**src/rtl/uart_tx_fifo.sv**
```systemverilog
`default_nettype none
// ============================================================================
//  Module      : uart_tx_fifo
//  Description : Byte FIFO between the CPU store path and the UART transmitter.
//                Accepts one byte per cycle and launches bytes one at a time
//                using the tx_data / tx_enable / tx_status handshake, with a
//                timeout on the launch acknowledge.
//                Optional macro UART_TX_FIFO_OVF_CNT_EN adds the overflow
//                outputs ovf_sticky and ovf_count.
//  Revision    : 1.0 - initial release
// ============================================================================
module uart_tx_fifo #(
   parameter int DEPTH_LOG2   = 4,
   parameter int BUSY_TIMEOUT = 1023,
   parameter int TMO_W        = 10
) (
   input  logic                  sysclk,
   input  logic                  reset,
   input  logic [7:0]            wr_data,
   input  logic                  wr_en,
   output logic                  full,
   output logic                  empty,
   output logic [DEPTH_LOG2:0]   level,
   output logic [7:0]            uart_tx_data,
   output logic                  uart_tx_enable,
   input  logic                  uart_tx_status,
   output logic                  busy,
   output logic                  tmo_err
`ifdef UART_TX_FIFO_OVF_CNT_EN
   ,
   output logic                  ovf_sticky,
   output logic [7:0]            ovf_count
`endif
);

   localparam int                  C_DEPTH     = 1 << DEPTH_LOG2;
   localparam logic [DEPTH_LOG2:0] C_LVL_FULL  = {1'b1, {DEPTH_LOG2{1'b0}}};
   localparam logic [DEPTH_LOG2:0] C_LVL_ONE   = (DEPTH_LOG2+1)'(1);
   localparam logic [DEPTH_LOG2:0] C_LVL_ZERO  = '0;
   localparam logic [DEPTH_LOG2-1:0] C_PTR_ONE = DEPTH_LOG2'(1);
   localparam logic [TMO_W-1:0]    C_TMO_ONE   = TMO_W'(1);
   // The counter holds (cycles spent in ACK - 1), so this value means the
   // timeout has elapsed BUSY_TIMEOUT cycles after the launch cycle.
   localparam logic [TMO_W-1:0]    C_TMO_LAST  = TMO_W'(BUSY_TIMEOUT - 1);

   localparam logic [1:0] S_IDLE   = 2'd0;
   localparam logic [1:0] S_LAUNCH = 2'd1;
   localparam logic [1:0] S_ACK    = 2'd2;
   localparam logic [1:0] S_DRAIN  = 2'd3;

   logic [7:0]            r_mem [C_DEPTH];
   logic [DEPTH_LOG2-1:0] r_wptr;
   logic [DEPTH_LOG2-1:0] r_rptr;
   logic [DEPTH_LOG2:0]   r_level;
   logic                  r_full;
   logic                  r_empty;
   logic [1:0]            r_state;
   logic [1:0]            w_state_nxt;
   logic [TMO_W-1:0]      r_tmo_cnt;
   logic                  w_pop;
   logic                  w_wr_accept;
   logic [DEPTH_LOG2:0]   w_level_nxt;

   // A pop only happens on the IDLE->LAUNCH transition; a full FIFO still
   // takes a write in the cycle it pops.
   assign w_pop       = (r_state == S_IDLE) && !r_empty && uart_tx_status;
   assign w_wr_accept = wr_en && (!r_full || w_pop);

   assign full  = r_full;
   assign empty = r_empty;
   assign level = r_level;

   // Occupancy after this cycle's write/pop combination
   always_comb begin
      w_level_nxt = r_level;
      if (w_wr_accept && !w_pop)
         w_level_nxt = r_level + C_LVL_ONE;
      else if (!w_wr_accept && w_pop)
         w_level_nxt = r_level - C_LVL_ONE;
   end

   // Byte storage; contents need no reset because the pointers define validity
   always_ff @(posedge sysclk) begin
      if (!reset && w_wr_accept)
         r_mem[r_wptr] <= wr_data;
   end

   // Pointers, level and the registered full/empty flags
   always_ff @(posedge sysclk) begin
      if (reset) begin
         r_wptr  <= '0;
         r_rptr  <= '0;
         r_level <= '0;
         r_full  <= 1'b0;
         r_empty <= 1'b1;
      end else begin
         if (w_wr_accept)
            r_wptr <= r_wptr + C_PTR_ONE;
         if (w_pop)
            r_rptr <= r_rptr + C_PTR_ONE;
         r_level <= w_level_nxt;
         r_full  <= (w_level_nxt == C_LVL_FULL);
         r_empty <= (w_level_nxt == C_LVL_ZERO);
      end
   end

   // Transmit data register: only a pop changes it, so it stays stable while
   // the transmitter samples it on its own baud tick
   always_ff @(posedge sysclk) begin
      if (reset)
         uart_tx_data <= 8'h00;
      else if (w_pop)
         uart_tx_data <= r_mem[r_rptr];
   end

   // FSM state register
   always_ff @(posedge sysclk) begin
      if (reset)
         r_state <= S_IDLE;
      else
         r_state <= w_state_nxt;
   end

   // FSM next-state logic; a falling status in ACK wins over the timeout
   always_comb begin
      w_state_nxt = r_state;
      case (r_state)
         S_IDLE:   if (!r_empty && uart_tx_status) w_state_nxt = S_LAUNCH;
         S_LAUNCH: w_state_nxt = S_ACK;
         S_ACK: begin
            if (!uart_tx_status)
               w_state_nxt = S_DRAIN;
            else if (r_tmo_cnt == C_TMO_LAST)
               w_state_nxt = S_IDLE;
         end
         S_DRAIN:  if (uart_tx_status) w_state_nxt = S_IDLE;
         default:  w_state_nxt = S_IDLE;
      endcase
   end

   // FSM outputs decoded from the registered state
   always_comb begin
      uart_tx_enable = (r_state == S_LAUNCH);
      busy           = (r_state != S_IDLE);
      tmo_err        = (r_state == S_ACK) && uart_tx_status && (r_tmo_cnt == C_TMO_LAST);
   end

   // Acknowledge timeout counter, cleared in LAUNCH and advanced in ACK
   always_ff @(posedge sysclk) begin
      if (reset)
         r_tmo_cnt <= '0;
      else if (r_state == S_LAUNCH)
         r_tmo_cnt <= '0;
      else if (r_state == S_ACK)
         r_tmo_cnt <= r_tmo_cnt + C_TMO_ONE;
   end

`ifdef UART_TX_FIFO_OVF_CNT_EN
   logic w_drop;
   assign w_drop = wr_en && r_full && !w_pop;

   // Overflow flag and saturating drop counter, cleared only by reset
   always_ff @(posedge sysclk) begin
      if (reset) begin
         ovf_sticky <= 1'b0;
         ovf_count  <= 8'h00;
      end else if (w_drop) begin
         ovf_sticky <= 1'b1;
         if (ovf_count != 8'hFF)
            ovf_count <= ovf_count + 8'h01;
      end
   end
`endif

endmodule
`default_nettype wire

```
**config.mk**
```make
export PLATFORM = sky130hd
export DESIGN_NAME = uart_tx_fifo
export DESIGN_NICKNAME = d
export VERILOG_FILES = /design/src/rtl/uart_tx_fifo.sv
export SDC_FILE = /design/constraint.sdc
export NUM_CORES = 1
export LEC_CHECK = 0
export CORE_ASPECT_RATIO = 1.5
export CORE_MARGIN = 8
export CORE_UTILIZATION = 60
export CTS_CLUSTER_DIAMETER = 50
export DETAILED_ROUTE_END_ITERATION = 10
export GPL_ROUTABILITY_DRIVEN = 0
export PLACE_DENSITY = 0.85
export SLEW_MARGIN = 10
export SYNTH_ARGS = -nofsm -noshare
export SYNTH_HDL_FRONTEND = slang
export SYNTH_SLANG_ARGS = --single-unit
```
**constraint.sdc**
```tcl
create_clock -name sysclk -period 4.05 [get_ports sysclk]
set_clock_uncertainty 0.05 [all_clocks]
set_input_delay 0.6075 -clock sysclk [delete_from_list [all_inputs] [get_ports sysclk]]
set_output_delay 0.6075 -clock sysclk [all_outputs]
set_load 0.005 [all_outputs]
```
Word level (Yosys, flattened, before mapping):

Memory sizes are Yosys's and may differ from the RTL's. A register that Yosys moved wholly into a read port is not among the register bits.
Index checks and enable logic that the tools add are counted.

* equal/unequal tests: 8
* $add $sub $neg: 5
* muxes and demuxes: 9
* reductions and logical operators: 20

Operator list (number)
* $add 10x1->10 const B: 1
* $eq 10x10->1 const B: 1
* $mux 5: 2
* $logic_and 1x1->1: 9
* $add 4x1->4 const B: 2
* $mux 2: 4
* $pmux 2 s4: 1
* $add 5x1->5 const B: 1
* $eq 5x5->1 const B: 1
* $logic_not 1->1: 5
* $logic_not 5->1: 1
* $sub 5x1->5 const B: 1
* $eq 2x2->1 const B: 2
* $ne 3x3->1 const B: 1
* $reduce_and 3->1: 1
* $eq 2x1->1 const B: 1
* $logic_not 2->1: 1
* $mux 1: 2
* $ne 2x1->1 const B: 1
* $ne 2x2->1 const B: 1
* $reduce_bool 2->1: 1
* $reduce_or 2->1: 1
* $logic_or 1x1->1: 1

* memory bits (writable): 128
* memories: 1
* bits of input ports: 12
* output and inout bits: 18
* register bits: 27

Memory list
* r_mem: depth 16, width 8, rd ports 1, clocked after memory_dff 1, wr ports 1, RTL line 51 `logic [7:0] r_mem [C_DEPTH];`

Longest topological paths before layout:

* depth after elaboration: 10
* depth in mapped cells: 7
* gate-level depth less buffers: 6

Worst setup path before layout:

OpenSTA, ideal clock, no wires.

* path type: input to register
* from: input uart_tx_status
* to: memory r_mem[0][0] (enable)
* setup slack: 1395 ps
* arrival time: 2221 ps
* data required time: 3617 ps
* stages: 5
* path through: or4b_1 > buf_2 > a211oi_2 > nand2_1 > nor3_1

* word-level cells in the longest chain between the ends: 6

Ends and longest elaborated chain
* start, declared: RTL line 26 `input logic uart_tx_status,`
* $logic_and 1x1->1: RTL line 66 `assign w_pop = (r_state == S_IDLE) && !r_empty && uart_tx_status;`
* $logic_or 1x1->1: RTL line 67 `assign w_wr_accept = wr_en && (!r_full || w_pop);`
* $logic_and 1x1->1: RTL line 67
* $logic_and 1x1->1: RTL line 84 `if (!reset && w_wr_accept)`
* $mux 1: RTL line 84
* $mux 1 (implied by the code): RTL line 85 `r_mem[r_wptr] <= wr_data;`
* end, declared: RTL line 51

Every way passes these cells.

Worst setup path after layout:

* from: input uart_tx_status
* to: memory r_mem[11][5] (enable)

The elaborated chain is that of the path after synthesis.

==> flow_summary_export.csv <==
group,metric,value,unit
run_status,status,"completed",
synthesis,synth_top_area_cell,"edfxtp_1",
floorplanning,core,0.01094,mm²
routing,antenna_left,0,
synthesis,async_flop_share,0,
synthesis,synth.avg_cell_area,15.63,µm²
timing,min_period_over_period,0.7066,
synthesis,synthFlopType,"edfxtp_1",
floorplanning,fp-row-count,47,
synthesis,syn_area,0.006674,mm²
worst_setup_path,critPathMaxFanout,8,
layout,fin_util,0.7050,
timing,setup_viol,0,
layout,final_layout_size_suffix_gt1_frac,0.1681,
timing,hold_viol_final,0,
routing,highest_layer,"met4",
timing,fin_crit,2.862,ns
layout,syn_to_final_growth,15.54,%
worst_setup_path,cp_data_arrival_time,2.86,ns
worst_setup_path,end_kind,"flop",
worst_setup_path,cp_data_required_time,4.05,ns
synthesis,synth_nets,448,
synthesis,ys_ff_latch,163,
routing,routed_wl,13610,µm
routing,wl_met3,870,µm
floorplanning,die-area,0.01482,mm²
place,io_buffers,29,
synthesis,synthDistinctLibCells,43,
power_and_ir_drop,p_int,3.069,mW
layout,diodes,0,
worst_setup_path,worst_r2r_endpoint,"r_mem[11][5]",
clock_network,clk_pin_slew,0.06,ns
timing,max_slew_margin,0.4820,
routing,wl_met1,5142,µm
clock_network,cts_resized,0,
worst_setup_path,reg2reg_slack,1.33,ns
timing,fin_setup_tns,0,ns
power_and_ir_drop,p_switching,947.4,µW
worst_setup_path,ff2ff_path_depth,4,
power_and_ir_drop,p_comb_frac,0.118,
routing,wl_met2,7207,µm
floorplanning,start_util,0.6102,
timing,tightest_slew,0.7737,ns
place,dpl.hpwl,9017,µm
worst_setup_path,startpoint,"uart_tx_status",
clock_network,clockBufferDepth,2,
global_routing,grt_max_degree,36,
layout,final_cell_mix,"edfxtp_1, dfxtp_1, nor2_1, mux4_2, clkdlybuf4s50_1",
layout,fillers,704,
synthesis,synthCells,427,
power_and_ir_drop,swShare,0.2359,
power_and_ir_drop,power_density,520.9,mW/mm²
synthesis,synth-edff-count,128,
clock_network,h-tree-depth,4,
synthesis,ys_warn_count,0,
worst_setup_path,cp-endpoint,"r_mem[11][5]",
global_routing,grt_first_pass_wirelength,22110,µm
synthesis,synth_top_area_frac,0.5759,
floorplanning,ioPinCount,30,
clock_network,post_cts_buffers,0,
floorplanning,die_w,102.1,µm
clock_network,tritoncts,"yes",
global_routing,overflow,0,
worst_setup_path,worst_setup_path_start_kind,"input pin",
hold_path,hold_class,"flop to flop",
routing,drt_iter0_drc,257,
synthesis,ys_seq_area_frac,0.6809,
worst_setup_path,r2r_start,"r_state[1]",
clock_network,clkLatencyLatePin,0.42,ns
layout,nNetsFinal,478,
power_and_ir_drop,p_clk_frac,0.403,
routing,viasPerCell,6.075,
power_and_ir_drop,leakagePower,2.490,nW
floorplanning,die_h,145.2,µm
routing,remaining_drc_errors,0,
routing,routedWlPerCell,22.06,µm
clock_network,cts_buffers,17,
global_routing,track_usage,0.2008,
routing,dr.pass1.iters,4,
timing,rsz0062_at_grt,"false",
global_routing,antenna_found_initial,0,
clock_network,clock-sinks,163,
timing,fmax,349.4,MHz
global_routing,grt_pass1_vias,3984,
timing,drv_slew,0,
power_and_ir_drop,power_frac_seq,0.479,
layout,final_common_cell,"edfxtp_1",
clock_network,root_buffer,"clkbuf_16",
clock_network,cts_hold_buf,0,
worst_setup_path,critical_path_class,"input pin to flop",
timing,hold_slack,0.4043,ns
routing,num_vias,3748,
power_and_ir_drop,ir_drop,0.4613,mV
synthesis,ys_top_cells_by_area,"edfxtp_1, mux4_2, dfxtp_1",
flow_run,cap_violations,0,
-- worst min path at each step --
stage | slack (ns) | cells past startpoint | end | from
6_report | 0.40 | 2 | uart_tx_data[5] | uart_tx_data[5]
2_1_floorplan | 0.40 | 2 | uart_tx_data[0] | uart_tx_data[0]
3_5_place_dp | 0.40 | 2 | uart_tx_data[7] | uart_tx_data[7]
4_1_cts | 0.41 | 2 | uart_tx_data[5] | uart_tx_data[5]
3_3_place_gp | 0.40 | 2 | uart_tx_data[3] | uart_tx_data[3]
5_1_grt | 0.42 | 2 | uart_tx_data[5] | uart_tx_data[5]
-- registers in the layout, summed over array words and instances, names as in the netlist --
signal        count
r_wptr            4
empty             1
full              1
r_mem           128
r_rptr            4
r_tmo_cnt        10
level             5
uart_tx_data      8
r_state           2
-- cell type report --
cell class	instances	area (µm²)	area share
clock buffer	17	425.4	0.05517
clock inverter	15	180.2	0.02337
inverter	10	37.54	0.004868
multi-input combinational	227	1981	0.2569
sequential	163	4546	0.5895
tap	147	183.9	0.02385
timing repair buffer	38	357.8	0.04641
-- power groups by stage --
stage / logic (mW) / clock network, mW / registers, mW
2_1_floorplan: 0.346 / 0 / 1.91
3_3_place_gp: 0.454 / 0 / 1.95
3_5_place_dp: 0.472 / 0 / 1.96
4_1_cts: 0.478 / 1.64 / 1.92
5_1_grt: 0.511 / 1.72 / 1.93
6_report: 0.476 / 1.62 / 1.92
-- cells in the mapped netlist, types with 9 or more instances --
cell / n
mux4_2: 32
edfxtp_1: 128
a22o_1: 16
ha_1: 9
inv_1: 10
nand2_1: 22
a21oi_1: 13
xnor2_1: 12
nor2_1: 32
dfxtp_1: 35
clkbuf_1: 16
o21ai_0: 11
nor3_1: 15
-- through the flow --
step / area [µm²] / worst slack [ns] / total power [mW] / cells
final: 7711 / 1.188 / 4.017 / 617
after global routing: 7711 / 0.9964 / 4.162 / 617
after CTS: 7711 / 1.171 / 4.041 / 617
after detailed placement: 7106 / 0.7667 / 2.430 / 585
after global placement: 7106 / 0.8505 / 2.409 / 585
after floorplan: 6674 / 1.395 / 2.258 / 427
-- layer usage --
layer / track usage / vias to the layer above
met3: 0.05508 / 27
met4: 0.08635 / 0
li1: - / 1702
met5: 0 / -
met2: 0.3315 / 141
met1: 0.2369 / 1878
-- logic make-up after synthesis --
kind of cell	synth area share
DFF	0.6809
buffers and inverters	0.02231
and+or+nand+nor	0.08361
muxes	0.1140
AOI/OAI and AO/OA	0.05737
adders and majority gates	0.01687
xor gates and xnor gates	0.02493
-- worst max-delay path: stages --
cell,delay [ns]
clkdlybuf4s50_1,0.53
or4b_1,0.51
a211oi_2,0.39
nand2_1,0.23
nor2_1,0.59
No activity file was read; power rests on OpenSTA's default activity.
